<file path="src/rtl/tdc_deco_pkg.sv">
// Shared constants and helpers for the TDC stop decoder.
// The error counters are built only when TDC_DECO_ERRCNT_EN is defined.
package tdc_deco_pkg;

  localparam logic EDGE_RISE    = 1'b0;
  localparam logic EDGE_FALL    = 1'b1;
  localparam int   DEF_ONES_LEN = 4;
  localparam int   CNT_W        = 16;

  // Saturating increment: a counter that reached all-ones stays there.
  function automatic logic [CNT_W-1:0] sat_inc(input logic [CNT_W-1:0] v);
    return (&v) ? v : v + CNT_W'(1);
  endfunction

endpackage

</file>
<file path="src/rtl/decode_stop_pipe_if.sv">
// Sample and result bundle between the stop-column flops, the decoder and the timestamp assembler.
// Valid-only stream: the source presents one snapshot per cycle qualified by wSampleValid, and the
// decoder answers with a wDecoValid pulse per accepted sample; there is no ready and no backpressure.
interface decode_stop_pipe_if #(
  parameter int NUM_FF    = 64,
  parameter int BITS_DECO = 8
);
  import tdc_deco_pkg::*;

  logic [NUM_FF-1:0]    wDecoStopIn;
  logic                 wSampleValid;
  logic                 wEdgeSel;
  logic                 wCntClr;
  logic [BITS_DECO-1:0] wDecoStopOut;
  logic                 wDecoValid;
  logic                 wNoEdge;
  logic                 wMultiEdge;
  logic [CNT_W-1:0]     wNoEdgeCnt;
  logic [CNT_W-1:0]     wMultiEdgeCnt;

  modport master (
    output wDecoStopIn, wSampleValid, wEdgeSel, wCntClr,
    input  wDecoStopOut, wDecoValid, wNoEdge, wMultiEdge, wNoEdgeCnt, wMultiEdgeCnt
  );

  modport slave (
    input  wDecoStopIn, wSampleValid, wEdgeSel, wCntClr,
    output wDecoStopOut, wDecoValid, wNoEdge, wMultiEdge, wNoEdgeCnt, wMultiEdgeCnt
  );

endinterface

</file>
<file path="src/rtl/deco_prio_enc.sv">
// Combinational priority encoder over the edge-hit vector: highest hit index + 1,
// plus any-hit and multi-hit indications.
module deco_prio_enc #(
  parameter int N_HIT = 60,
  parameter int OUT_W = 8
) (
  input  logic [N_HIT-1:0] hit,
  output logic [OUT_W-1:0] bin,
  output logic             any_hit,
  output logic             multi_hit
);

  always_comb begin
    bin = '0;
    for (int i = 0; i < N_HIT; i++) begin
      if (hit[i]) bin = OUT_W'(i + 1);
    end
  end

  assign any_hit   = |hit;
  // Clearing the lowest set bit leaves something only if two or more bits were set.
  assign multi_hit = |(hit & (hit - N_HIT'(1)));

endmodule

</file>
<file path="src/rtl/decode_stop_pipe.sv">
// Three-stage stop decoder: edge-normalise, bubble-rejecting pattern match, priority encode.
// Optional error counters are built when TDC_DECO_ERRCNT_EN is defined.
module decode_stop_pipe
  import tdc_deco_pkg::*;
#(
  parameter int NUM_FF    = 64,
  parameter int BITS_DECO = 8,
  parameter int ONES_LEN  = DEF_ONES_LEN
) (
  input  logic                wClk,
  input  logic                wRst,
  decode_stop_pipe_if.slave   bus
);

  localparam int N_HIT = NUM_FF - ONES_LEN;

  if (ONES_LEN < 1 || ONES_LEN > 8) begin : g_bad_ones_len
    $error("decode_stop_pipe: ONES_LEN must be in 1..8");
  end
  if (NUM_FF < ONES_LEN + 2) begin : g_bad_num_ff
    $error("decode_stop_pipe: NUM_FF must be at least ONES_LEN+2");
  end
  if ((64'd1 << BITS_DECO) <= 64'(N_HIT)) begin : g_bad_bits_deco
    $error("decode_stop_pipe: BITS_DECO too narrow for NUM_FF-ONES_LEN");
  end

  logic [NUM_FF-1:0]    x_q;
  logic                 v1_q;
  logic [N_HIT-1:0]     hit_d;
  logic [N_HIT-1:0]     hit_q;
  logic                 v2_q;
  logic [BITS_DECO-1:0] enc_bin;
  logic                 enc_any;
  logic                 enc_multi;
  logic [BITS_DECO-1:0] bin_q;
  logic                 dv_q;
  logic                 no_edge_q;
  logic                 multi_q;

  // S1: a falling edge becomes a rising one by inverting the whole snapshot.
  always_ff @(posedge wClk) begin
    x_q <= bus.wDecoStopIn ^ {NUM_FF{bus.wEdgeSel}};
    if (wRst) v1_q <= 1'b0;
    else      v1_q <= bus.wSampleValid;
  end

  always_comb begin
    hit_d = '0;
    for (int i = 0; i < N_HIT; i++) begin
      hit_d[i] = ~x_q[i] & (&x_q[i+1 +: ONES_LEN]);
    end
  end

  always_ff @(posedge wClk) begin
    hit_q <= hit_d;
    if (wRst) v2_q <= 1'b0;
    else      v2_q <= v1_q;
  end

  deco_prio_enc #(
    .N_HIT (N_HIT),
    .OUT_W (BITS_DECO)
  ) u_prio_enc (
    .hit       (hit_q),
    .bin       (enc_bin),
    .any_hit   (enc_any),
    .multi_hit (enc_multi)
  );

  // S3: bin holds across bubbles, flags only ever accompany a valid result.
  always_ff @(posedge wClk) begin
    if (wRst) begin
      bin_q     <= '0;
      dv_q      <= 1'b0;
      no_edge_q <= 1'b0;
      multi_q   <= 1'b0;
    end else begin
      dv_q <= v2_q;
      if (v2_q) begin
        bin_q     <= enc_bin;
        no_edge_q <= ~enc_any;
        multi_q   <= enc_multi;
      end else begin
        no_edge_q <= 1'b0;
        multi_q   <= 1'b0;
      end
    end
  end

  assign bus.wDecoStopOut = bin_q;
  assign bus.wDecoValid   = dv_q;
  assign bus.wNoEdge      = no_edge_q;
  assign bus.wMultiEdge   = multi_q;

`ifdef TDC_DECO_ERRCNT_EN
  logic [CNT_W-1:0] no_cnt_q;
  logic [CNT_W-1:0] multi_cnt_q;

  // Counters advance on the same edge that registers the flag, so they line up with it.
  always_ff @(posedge wClk) begin
    if (wRst || bus.wCntClr) begin
      no_cnt_q    <= '0;
      multi_cnt_q <= '0;
    end else begin
      if (v2_q && !enc_any) no_cnt_q    <= sat_inc(no_cnt_q);
      if (v2_q && enc_multi) multi_cnt_q <= sat_inc(multi_cnt_q);
    end
  end

  assign bus.wNoEdgeCnt    = no_cnt_q;
  assign bus.wMultiEdgeCnt = multi_cnt_q;
`else
  logic unused_cnt_clr;
  assign unused_cnt_clr    = bus.wCntClr;
  assign bus.wNoEdgeCnt    = '0;
  assign bus.wMultiEdgeCnt = '0;
`endif

endmodule

</file>
<file path="src/flat_wrapper.sv">
// flat-port wrapper written by rule: the top's interface ports become plain ports
module decode_stop_pipe_flat import tdc_deco_pkg::*;
#(
  parameter int NUM_FF    = 64,
  parameter int BITS_DECO = 8,
  parameter int ONES_LEN  = DEF_ONES_LEN
)
  (wClk, wRst, bus_wDecoStopIn, bus_wSampleValid, bus_wEdgeSel, bus_wCntClr, bus_wDecoStopOut, bus_wDecoValid, bus_wNoEdge, bus_wMultiEdge, bus_wNoEdgeCnt, bus_wMultiEdgeCnt);
  decode_stop_pipe_if #(.NUM_FF(NUM_FF), .BITS_DECO(BITS_DECO)) bus_i ();
  input  logic wClk;
  input  logic wRst;
  input wire logic [$bits(bus_i.wDecoStopIn)-1:0] bus_wDecoStopIn;
  input wire logic [$bits(bus_i.wSampleValid)-1:0] bus_wSampleValid;
  input wire logic [$bits(bus_i.wEdgeSel)-1:0] bus_wEdgeSel;
  input wire logic [$bits(bus_i.wCntClr)-1:0] bus_wCntClr;
  output wire logic [$bits(bus_i.wDecoStopOut)-1:0] bus_wDecoStopOut;
  output wire logic [$bits(bus_i.wDecoValid)-1:0] bus_wDecoValid;
  output wire logic [$bits(bus_i.wNoEdge)-1:0] bus_wNoEdge;
  output wire logic [$bits(bus_i.wMultiEdge)-1:0] bus_wMultiEdge;
  output wire logic [$bits(bus_i.wNoEdgeCnt)-1:0] bus_wNoEdgeCnt;
  output wire logic [$bits(bus_i.wMultiEdgeCnt)-1:0] bus_wMultiEdgeCnt;
  assign bus_i.wDecoStopIn = bus_wDecoStopIn;
  assign bus_i.wSampleValid = bus_wSampleValid;
  assign bus_i.wEdgeSel = bus_wEdgeSel;
  assign bus_i.wCntClr = bus_wCntClr;
  assign bus_wDecoStopOut = bus_i.wDecoStopOut;
  assign bus_wDecoValid = bus_i.wDecoValid;
  assign bus_wNoEdge = bus_i.wNoEdge;
  assign bus_wMultiEdge = bus_i.wMultiEdge;
  assign bus_wNoEdgeCnt = bus_i.wNoEdgeCnt;
  assign bus_wMultiEdgeCnt = bus_i.wMultiEdgeCnt;
  decode_stop_pipe #(.NUM_FF(NUM_FF), .BITS_DECO(BITS_DECO), .ONES_LEN(ONES_LEN)) u_core (.wClk(wClk), .wRst(wRst), .bus(bus_i));
endmodule
</file>
<file path="config.mk">
export PLATFORM = sky130hd
export DESIGN_NAME = decode_stop_pipe_flat
export DESIGN_NICKNAME = d
export VERILOG_FILES = /design/src/rtl/tdc_deco_pkg.sv /design/src/rtl/decode_stop_pipe_if.sv /design/src/rtl/deco_prio_enc.sv /design/src/rtl/decode_stop_pipe.sv /design/src/flat_wrapper.sv
export SDC_FILE = /design/constraint.sdc
export NUM_CORES = 1
export LEC_CHECK = 0
export CAP_MARGIN = 20
export CELL_PAD_IN_SITES_DETAIL_PLACEMENT = 0
export CELL_PAD_IN_SITES_GLOBAL_PLACEMENT = 1
export CORE_UTILIZATION = 35
export DETAILED_ROUTE_END_ITERATION = 8
export GPL_ROUTABILITY_DRIVEN = 0
export GPL_TIMING_DRIVEN = 1
export PLACE_DENSITY_LB_ADDON = 0.1
export SYNTH_ARGS = -nofsm -noshare
export SYNTH_HDL_FRONTEND = slang
export SYNTH_SLANG_ARGS = --single-unit
</file>
<file path="constraint.sdc">
create_clock -name wClk -period 2.74 [get_ports wClk]
set_input_delay 0.274 -clock wClk [delete_from_list [all_inputs] [get_ports wClk]]
set_output_delay 0.274 -clock wClk [all_outputs]
set_load 0.02 [all_outputs]
</file>
# == After elaboration in Yosys (flattened, before gate mapping) ==
# Index checks and enable logic that the tools add are counted.
# classes
add_sub_neg,1
muxes,60
n_bitwise,124
n_reduce_logical,63
# ops
operator,count
$mux W8,59
$reduce_and A4 Y1,60
$reduce_or A60 Y1,2
$xor A64 B64 Y64,1
$not A1 Y1,62
$and A1 B1 Y1,60
$and A60 B60 Y60,1
$sub A60 B1 Y60 const B,1
$reduce_or A2 Y1,1
$mux W1,1
# totals
register_bits,137
inputBits,69
output_inout_bits,43
word_cells,256

# == Depth between registers and ports, before layout ==
# Gate-level depths: netlist of run 1.
# logic_depth
word_depth,60
mapped_depth,10
ltp_nobuf,8

# == Hierarchy ==
# A second synthesis of run 1 with hierarchy kept.
# unflattened
hier_cells,627
area_unflattened_um2,5783.0
# by_module_without_submodules
mod,instances,cells_each,area_per_inst_um2,seq_area_each_um2
decode_stop_pipe,1,380,4360.4,2742.6
deco_prio_enc,1,247,1422.6,0.0

# == Worst setup path after synthesis of run 1 ==
# No wires, ideal clock.
# synth_path
path_type,flip-flop to flip-flop
startpoint,register u_core.hit_q[7]
endpoint,"register u_core.multi_q, in the netlist u_core.bus.wMultiEdge"
setup_time_ns,0.127
arrival_time_ns,2.719
required_time_ns,2.613
setup_slack_ns,-0.106
path_stages_with_launch,10
n_path_buf,1
period_less_slack_ns,2.846
path_cell_list,dfxtp_1 -> or4_4 -> nand4bb_4 -> or4_4 -> buf_6 -> or3b_4 -> maj3_2 -> o21ai_1 -> and4b_1 -> a31oi_1
# synth_between
elab_chain_len,3
# synth_lines
element,line_no,source
"start, declared",decode_stop_pipe.sv:30,logic [N_HIT-1:0] hit_q;
"start signal, assigned",decode_stop_pipe.sv:55,hit_q <= hit_d;
$sub A60 B1 Y60,deco_prio_enc.sv:22,assign multi_hit = |(hit & (hit - N_HIT'(1)));
$and A60 B60 Y60 (*),deco_prio_enc.sv:22,
$reduce_or A60 Y1 (*),deco_prio_enc.sv:22,
"end signal, assigned",decode_stop_pipe.sv:82,multi_q <= enc_multi;
"end, declared",decode_stop_pipe.sv:38,logic multi_q;
# Mark *: on every way between the ends. The rest lies on a longest branch, timed or not.
# A chain may end at the register's enable or synchronous reset.

# == Worst setup path after layout of run 1 ==
# Same ends and word-level chain as after synthesis.

==> results of run 1 <==
## logic make-up after synthesis
| logic type | Yosys count | synth area share (%) |
|---|---|---|
| adder cells (fa/ha/maj) | 3 | 0.558 |
| buffers and inverters | 59 | 6.96 |
| flip-flops | 135 | 48.2 |
| XOR/XNOR | 64 | 10.0 |
| AO/OA/AOI/OAI | 96 | 11.4 |
| AND/OR/NAND/NOR | 249 | 22.8 |
| other | 1 | 0.0669 |
## worst paths after layout
kind	startpoint	to	slack, ns	cells past startpoint
max	u_core.hit_q[7]	u_core.bus.wMultiEdge	-0.003	8
min	u_core.x_q[0]	u_core.hit_q[0]	0.40	1
max reg2reg	u_core.hit_q[7]	u_core.bus.wMultiEdge	-0.003	8
min reg2reg	u_core.x_q[0]	u_core.hit_q[0]	0.40	1
## layout make-up
class	instances	area share [%]
clock buffer	18	5.74
clock inverter	14	3.26
inverter	12	0.602
multi-input combinational	446	35.8
sequential	135	36.1
tap	211	3.53
timing repair buffer	124	15.0
## registers in the layout, indices dropped and copies added (netlist names)
name / flops
u_core.hit_q: 60
u_core.bus.wDecoStopOut: 6
u_core.bus.wNoEdge: 1
u_core.v2_q: 1
u_core.x_q: 64
u_core.bus.wDecoValid: 1
u_core.v1_q: 1
u_core.bus.wMultiEdge: 1
## through the flow
stage | setup WS, ns | TNS (ns) | hold slack [ns] | util, % | instance area [um2]
floorplan | -0.0741 | -0.0741 | 0.367 | - | 5730
global placement | -0.00356 | -0.00356 | 0.389 | 43.8 | 6760
detailed placement | -0.0516 | -0.0516 | 0.399 | 43.8 | 6760
CTS | -0.0426 | -0.0426 | 0.396 | 48.3 | 7460
global route | -0.116 | -0.116 | 0.418 | 48.5 | 7480
finish | -0.00259 | -0.00259 | 0.405 | 48.5 | 7480
## per-layer routing
| layer | part of all wire [%] | GRT usage [%] |
|---|---|---|
| met3 | 4.7 | 4.20 |
| met4 | 1.1 | 6.23 |
| met2 | 44 | 24.8 |
| met1 | 50 | 21.5 |
| met5 | 0 | 0 |
## timing repair
action,in CTS,in global routing
endpoints found under the hold margin,0,0
buffers inserted,1,0
setup endpoints to repair,1,1
pin swaps,2,2
gates resized for setup,3,7
## layout by cell type, fill, tap and decap left out, drive strengths merged, types with 2 or more instances in the layout
master | Yosys | layout
o32ai | 5 | 5
inv | 12 | 16
nand4 | 7 | 7
nor3b | 14 | 14
or3b | 2 | 2
a21boi | 4 | 4
nand2 | 64 | 64
nand2b | 4 | 4
o32a | 2 | 2
or4 | 3 | 3
clkinvlp | 0 | 2
o21a | 3 | 3
clkbuf | 1 | 18
nor3 | 58 | 58
o31ai | 6 | 6
a21oi | 19 | 19
a31oi | 5 | 5
buf | 45 | 49
clkinv | 0 | 2
bufinv | 0 | 6
o221ai | 2 | 2
nand3b | 2 | 2
o2111ai | 5 | 5
maj3 | 3 | 3
nor4 | 18 | 18
dfxtp | 135 | 135
or2 | 2 | 2
or3 | 4 | 4
nor2 | 51 | 51
a211oi | 7 | 7
xor2 | 64 | 64
o21ai | 23 | 23
nor2b | 6 | 6
a211o | 2 | 2
clkdlybuf4s50 | 0 | 75
nand3 | 11 | 11
o21bai | 3 | 3
o211ai | 3 | 3
conb | 1 | 34
a22oi | 2 | 2
## worst max-delay path: stages, from the launching register on
cell	delay, ns
dfxtp_1	0.31
or4_4	0.54
nand4bb_4	0.25
or4_4	0.46
or3b_4	0.41
maj3_2	0.31
o21ai_1	0.11
and4b_1	0.18
a31oi_1	0.07
## where the power goes
part / switching (mW) / internal (mW) / leakage (nW)
clock: 0.863 / 1.72 / 0.322
sequential: 0.126 / 2.11 / 1.12
combinational: 0.451 / 0.455 / 1.59
total: 1.44 / 4.28 / 3.03
## synthesized netlist by cell type (11+ instances only)
library cell / number / area [um2]
xor2_1: 64 / 561
buf_4: 34 / 255
nand2_1: 64 / 240
nor3b_1: 14 / 105
nor3_1: 57 / 285
nor2_1: 51 / 191
o21ai_0: 22 / 110
nand3_1: 11 / 55.1
a21oi_1: 19 / 95.1
inv_1: 12 / 45.0
nor4_1: 16 / 100
dfxtp_1: 135 / 2700
==> implementation parameters, run 1 <==
Parameter                              Value

Routing
  Detailed router's first-iteration violation count ... 225
  Via count ... 4520
  Number of remaining DRC errors ... 0
  Via-to-Cell Ratio ... 4.71
  Final Routed Wirelength ... 12.7 mm
  Number of iterations in the first detailed-routing pass ... 4
  Antenna-violating nets left ... 0
  Final routed wire length divided by cell count ... 13.2 um

Clocking
  Clock buffers created by TritonCTS ... 17
  Master cell of the clock root buffer ... clkbuf_16
  Number of clock sinks ... 135
  Hold-fix buffers, CTS ... 0
  CTS HTree Levels ... 4
  Maximum buffer depth of the clock tree ... 2
  Clock-pin slew of the registers on the worst-case setup and hold paths ... 0.06 ns
  Insertion delay to the later sink of the worst-skew pair ... 0.42 ns
  TritonCTS clock tree ... yes

Yosys
  Primary flip-flop cell chosen by synthesis mapping ... dfxtp_1
  Sequential area share after synthesis ... 48.2%
  Number of enable flip-flop cells after synthesis ... 0
  Seq cells post-synth ... 135
  Cell count after synthesis ... 607
  Synth warn ... 0
  Area of the mapped netlist ... 0.00561 mm2
  Ys async rst share ... 0%
  Post-Synthesis Mean Instance Area ... 9.24 um2
  Distinct cells, synth ... 57

Cells and area
  Antenna Cells ... 0
  Layout filler cell count ... 1507
  Final net count ... 805
  Area of the multi-input gates ... 0.00268 mm2
  Combined flip-flop and latch cell area ... 0.00270 mm2
  Fraction of layout cells with a size suffix above 1 ... 13.8%
  Area growth from synthesis to final layout ... 33.4%
  Number of standard cells in the layout, taps in and fillers out ... 960

Pwr
  Highest ir drop seen on vdd ... 0.000425 V
  Static Leak ... 3.03 nW
  Total power after layout ... 5.72 mW
  PD cells ... 764 mW/mm2

Timing
  RSZ-0062 raised after global routing ... yes
  Tightest Pin Transition ... 0.948 ns
  Final-report setup violation count ... 1
  Final-report max-slew violation count ... 0
  Fin crit share ... 100%
  Achievable Freq ... 0.365 GHz
  Minimum clock period after layout ... 2.74 ns
  Final Skew ... 0.00743 ns
  Max-Slew Margin vs Limit ... 36.8%
  Final Worst Setup Slack ... -0.00259 ns
  Final number of hold-violating endpoints ... 0

Floorplan
  Die width ... 129 um
  Die Outline Area ... 0.0165 mm2
  Row Count ... 45
  I/O Pins ... 112
  Initial standard-cell utilization of the core ... 36.3%
  Die outline height ... 129 um
  Core Footprint ... 0.0154 mm2

Worst setup path
  Maximum fanout encountered on the critical timing path ... 5
  Critical path launch point type ... flip-flop
  Crit path arrival time ... 3.04 ns
  Crit path required time ... 3.04 ns
  Category of the critical setup timing path ... reg2reg
  CP endpoint kind ... flip-flop

Status
  Violated checks ... negative setup slack
  Outcome ... complete, but fails checks

Place
  DP Wirelength ... 9.62 mm
  Count of input and output buffers ... 76
  Dpl cells ... 927

GRT
  GRT Util Overall ... 16.1%
  Vias in the first global route ... 4246
  Antenna violations before repair ... 0
  Largest net degree at the start of global routing ... 65
  Leftover overflow at the end of global routing ... 0
  First-pass GRT wire length ... 20.6 mm

Job
  Max-Cap Viols ... 0

Min path
  Hold Path Class ... reg2reg
Note: power is estimated with default switching activity, not from simulation.
==> run 2: changes to the inputs <==
--- a/config.mk
+++ b/config.mk
@@ -8,9 +8,9 @@
 export CAP_MARGIN = 20
 export CELL_PAD_IN_SITES_DETAIL_PLACEMENT = 0
 export CELL_PAD_IN_SITES_GLOBAL_PLACEMENT = 1
+export CORE_MARGIN = 5
 export CORE_UTILIZATION = 35
 export DETAILED_ROUTE_END_ITERATION = 8
-export GPL_ROUTABILITY_DRIVEN = 0
 export GPL_TIMING_DRIVEN = 1
 export PLACE_DENSITY_LB_ADDON = 0.1
 export SYNTH_ARGS = -nofsm -noshare
==> constraint.sdc (replaced) <==
create_clock -name wClk -period 2.39 [get_ports wClk]
set_input_delay 0.239 -clock wClk [delete_from_list [all_inputs] [get_ports wClk]]
set_output_delay 0.239 -clock wClk [all_outputs]
set_load 0.02 [all_outputs]
==> run 2 against run 1 <==
Effect of this change: the flow still finishes with violations (negative setup slack); die area rose by 13%; non-clock buffer count rose by 37; critical path type unchanged; worst hold slack got worse by 0.037 ns; largest cell class unchanged; critical endpoint unchanged; global-route usage rose by 0.25 points; power rose by 9.7%.
==> implementation parameters, run 2 (synthesized netlist as in run 1, its figures left out) <==
Parameter                              Value

Status
  Outcome ... complete, but fails checks
  Violated checks ... negative setup slack

Clocking
  TritonCTS clock tree ... yes
  Maximum buffer depth of the clock tree ... 2 (unchanged)
  Master cell of the clock root buffer ... clkbuf_16
  Buffers inserted during post-CTS setup optimization ... 0 (-1)
  Clock-pin slew of the registers on the worst-case setup and hold paths ... 0.07 ns (about the same)
  Clock buffers created by TritonCTS ... 17 (unchanged)
  Hold-fix buffers, CTS ... 0 (unchanged)
  Number of clock sinks ... 135 (unchanged)
  Insertion delay to the later sink of the worst-skew pair ... 0.42 ns (about the same)
  CTS HTree Levels ... 4 (unchanged)

Floorplan
  Die width ... 137 um (+6.2%)
  Die Outline Area ... 0.0187 mm2 (+13%)
  Core Footprint ... 0.0158 mm2 (+2.6%)
  Row Count ... 46 (+2.2%)
  I/O Pins ... 112 (unchanged)
  Initial standard-cell utilization of the core ... 35.4% (-0.92 points)
  Die outline height ... 137 um (+6.2%)

Routing
  Final Routed Wirelength ... 14.6 mm (+15%)
  Via-to-Cell Ratio ... 4.70 (-0.26%)
  Detailed router's first-iteration violation count ... 221 (-1.8%)
  Number of remaining DRC errors ... 0 (unchanged)
  Number of iterations in the first detailed-routing pass ... 7 (+3)
  Antenna-violating nets left ... 0 (unchanged)
  Final routed wire length divided by cell count ... 14.6 um (+10%)
  Via count ... 4696 (+3.9%)

Cells and area
  Antenna Cells ... 0 (unchanged)
  Final design utilization ... 48.6% (+0.16 points)
  Max reg flops ... 64 (unchanged)
  Area growth from synthesis to final layout ... 37.3%
  Register containing the most flip-flops in the final layout ... u_core.x_q
  Area of the multi-input gates ... 0.00269 mm2 (+0.28%)
  Number of standard cells in the layout, taps in and fillers out ... 1000 (+4.2%)
  Layout filler cell count ... 1532 (+1.7%)
  Combined flip-flop and latch cell area ... 0.00270 mm2 (about the same)
  Most common cell after layout, fill and taps aside ... dfxtp_1
  Final net count ... 842 (+4.6%)
  Fraction of layout cells with a size suffix above 1 ... 18.0% (+4.2 points)
  Leading cell types in the layout, fill and taps excluded ... dfxtp_1, buf_4, clkdlybuf4s50_1

Worst setup path
  Maximum fanout encountered on the critical timing path ... 5 (unchanged)
  Worst setup slack for register-to-register paths ... -0.37 ns (-0.37 ns)
  Critical path launch point type ... flip-flop
  Crit path arrival time ... 3.07 ns (+0.03 ns)
  CP endpoint kind ... flip-flop
  Crit path required time ... 2.69 ns (-0.35 ns)
  Biggest cell delay along the critical path ... 0.54 ns (about the same)
  Largest delay share family, worst path ... simple AND/OR/NAND/NOR gates
  CP most frequent cell ... or4_4
  CP Cell Sequence ... or4_4, nand4bb_4, or4_4, or3b_4, maj3_2, o21ai_1, and4b_1, a31oi_1
  Slowest CP cell ... or4_4
  Category of the critical setup timing path ... reg2reg
  Combined buffer and inverter count along the critical path ... 0 (unchanged)

GRT
  Largest net degree at the start of global routing ... 65 (unchanged)
  Antenna violations before repair ... 0 (unchanged)
  First-pass GRT wire length ... 23.6 mm (+15%)
  Vias in the first global route ... 4627 (+9.0%)
  Leftover overflow at the end of global routing ... 0 (unchanged)
  GRT Util Overall ... 16.3% (+0.25 points)

Pwr
  Static Leak ... 3.19 nW (+5.2%)
  Sequential fraction of design power ... 40.6% (+1.6 points)
  Clock Power Share ... 41.1% (-4.0 points)
  PD cells ... 814 mW/mm2 (+6.5%)
  Gate power share ... 18.3% (+2.5 points)
  Highest ir drop seen on vdd ... 0.000577 V (+36%)
  Switching share of total power ... 27.1% (+2.0 points)
  Switching power total ... 1.70 mW (+18%)
  Cell Int Power ... 4.57 mW (+6.8%)
  Total power after layout ... 6.27 mW (+9.7%)

Place
  Count of input and output buffers ... 76 (unchanged)
  Routability cong. ... 0.874
  Dpl cells ... 970 (+4.6%)
  DP Wirelength ... 11.5 mm (+19%)

Timing
  Max-Slew Margin vs Limit ... 56.9% (+20 points)
  Final Skew ... 0.0138 ns (+0.00635 ns)
  Final-report setup violation count ... 1 (unchanged)
  Final Worst Setup Slack ... -0.374 ns (-0.371 ns)
  Final-report max-slew violation count ... 0 (unchanged)
  Achievable Freq ... 0.362 GHz (-0.77%)
  Fin crit share ... 116% (+16 points)
  Final number of hold-violating endpoints ... 0 (unchanged)
  RSZ-0062 raised after global routing ... yes
  Tightest Pin Transition ... 0.641 ns (-0.307 ns)
  Minimum clock period after layout ... 2.76 ns (+0.0212 ns)

Min path
  Hold Path Class ... in2reg

Job
  Max-Cap Viols ... 0 (unchanged)
## run 2: final cells by class
cell class / instances / area share [%]
inverters: 12 / 0.585
flip-flops and latches: 135 / 35.1
clock buffers: 18 / 5.70
repair buffers: 161 / 18.3
multi-input cells: 446 / 34.9
clock inverters: 12 / 1.87
well taps: 216 / 3.51
## run 2: metal layers
metal,routed length (um),part of all wire [%],up-vias,global-route usage (%)
met5,0,0,-,0
met4,190,1.3,0,5.82
met3,786,5.4,14,3.79
met2,6420,44,125,24.5
met1,7230,49,2151,23.0
li1,-,-,2406,-
## run 2: worst reg2reg max path: stages (launching register included)
cell and delay, ns:
dfxtp_2 0.32, or4_4 0.54, nand4bb_4 0.25, or4_4 0.47, or3b_4 0.41, maj3_2 0.30
o21ai_1 0.11, and4b_1 0.19, a31oi_1 0.07
## run 2: timing repair
| item | in CTS | in global routing |
|---|---|---|
| hold endpoints to repair | 0 | 0 |
| pin swaps | 1 | 2 |
| setup endpoints to repair | 2 | 3 |
| gates resized for setup | 5 | 10 |
## run 2: path summary, 6_finish.rpt
| check | start | cells past startpoint | endpoint |
|---|---|---|---|
| worst max-delay path | u_core.hit_q[7] | 8 | u_core.bus.wMultiEdge |
| worst min-delay path | bus_wEdgeSel | 3 | u_core.x_q[3] |
| worst max register to register | u_core.hit_q[7] | 8 | u_core.bus.wMultiEdge |
| worst min register to register | u_core.x_q[0] | 1 | u_core.hit_q[0] |
## run 2: power by group through the flow
stage	Clock, mW	Combinational (mW)	Sequential (mW)
finish	2.57	1.15	2.55
global route	2.75	1.27	2.57
CTS	2.65	1.14	2.55
detailed placement	0	1.12	2.59
global placement	0	1.12	2.59
floorplan	0	0.643	2.57
## run 2: stage by stage
step           TNS, ns  setup WS, ns  hold slack, ns  cell area, um2
6_report        -0.374        -0.374           0.367            7700
3_5_place_dp    -0.416        -0.406           0.383            7060
2_1_floorplan   -0.424        -0.424           0.332            5730
3_3_place_gp    -0.444        -0.424           0.388            7060
4_1_cts         -0.355        -0.355           0.359            7660
5_1_grt         -0.467        -0.467           0.383            7700
==> run 3: changes to the inputs <==
--- a/config.mk
+++ b/config.mk
@@ -5,7 +5,7 @@
 export SDC_FILE = /design/constraint.sdc
 export NUM_CORES = 1
 export LEC_CHECK = 0
-export CAP_MARGIN = 20
+export CAP_MARGIN = 30
 export CELL_PAD_IN_SITES_DETAIL_PLACEMENT = 0
 export CELL_PAD_IN_SITES_GLOBAL_PLACEMENT = 1
 export CORE_MARGIN = 5
==> results of run 3 <==
The final DEF is identical to that of run 2; final timing and power are the same.
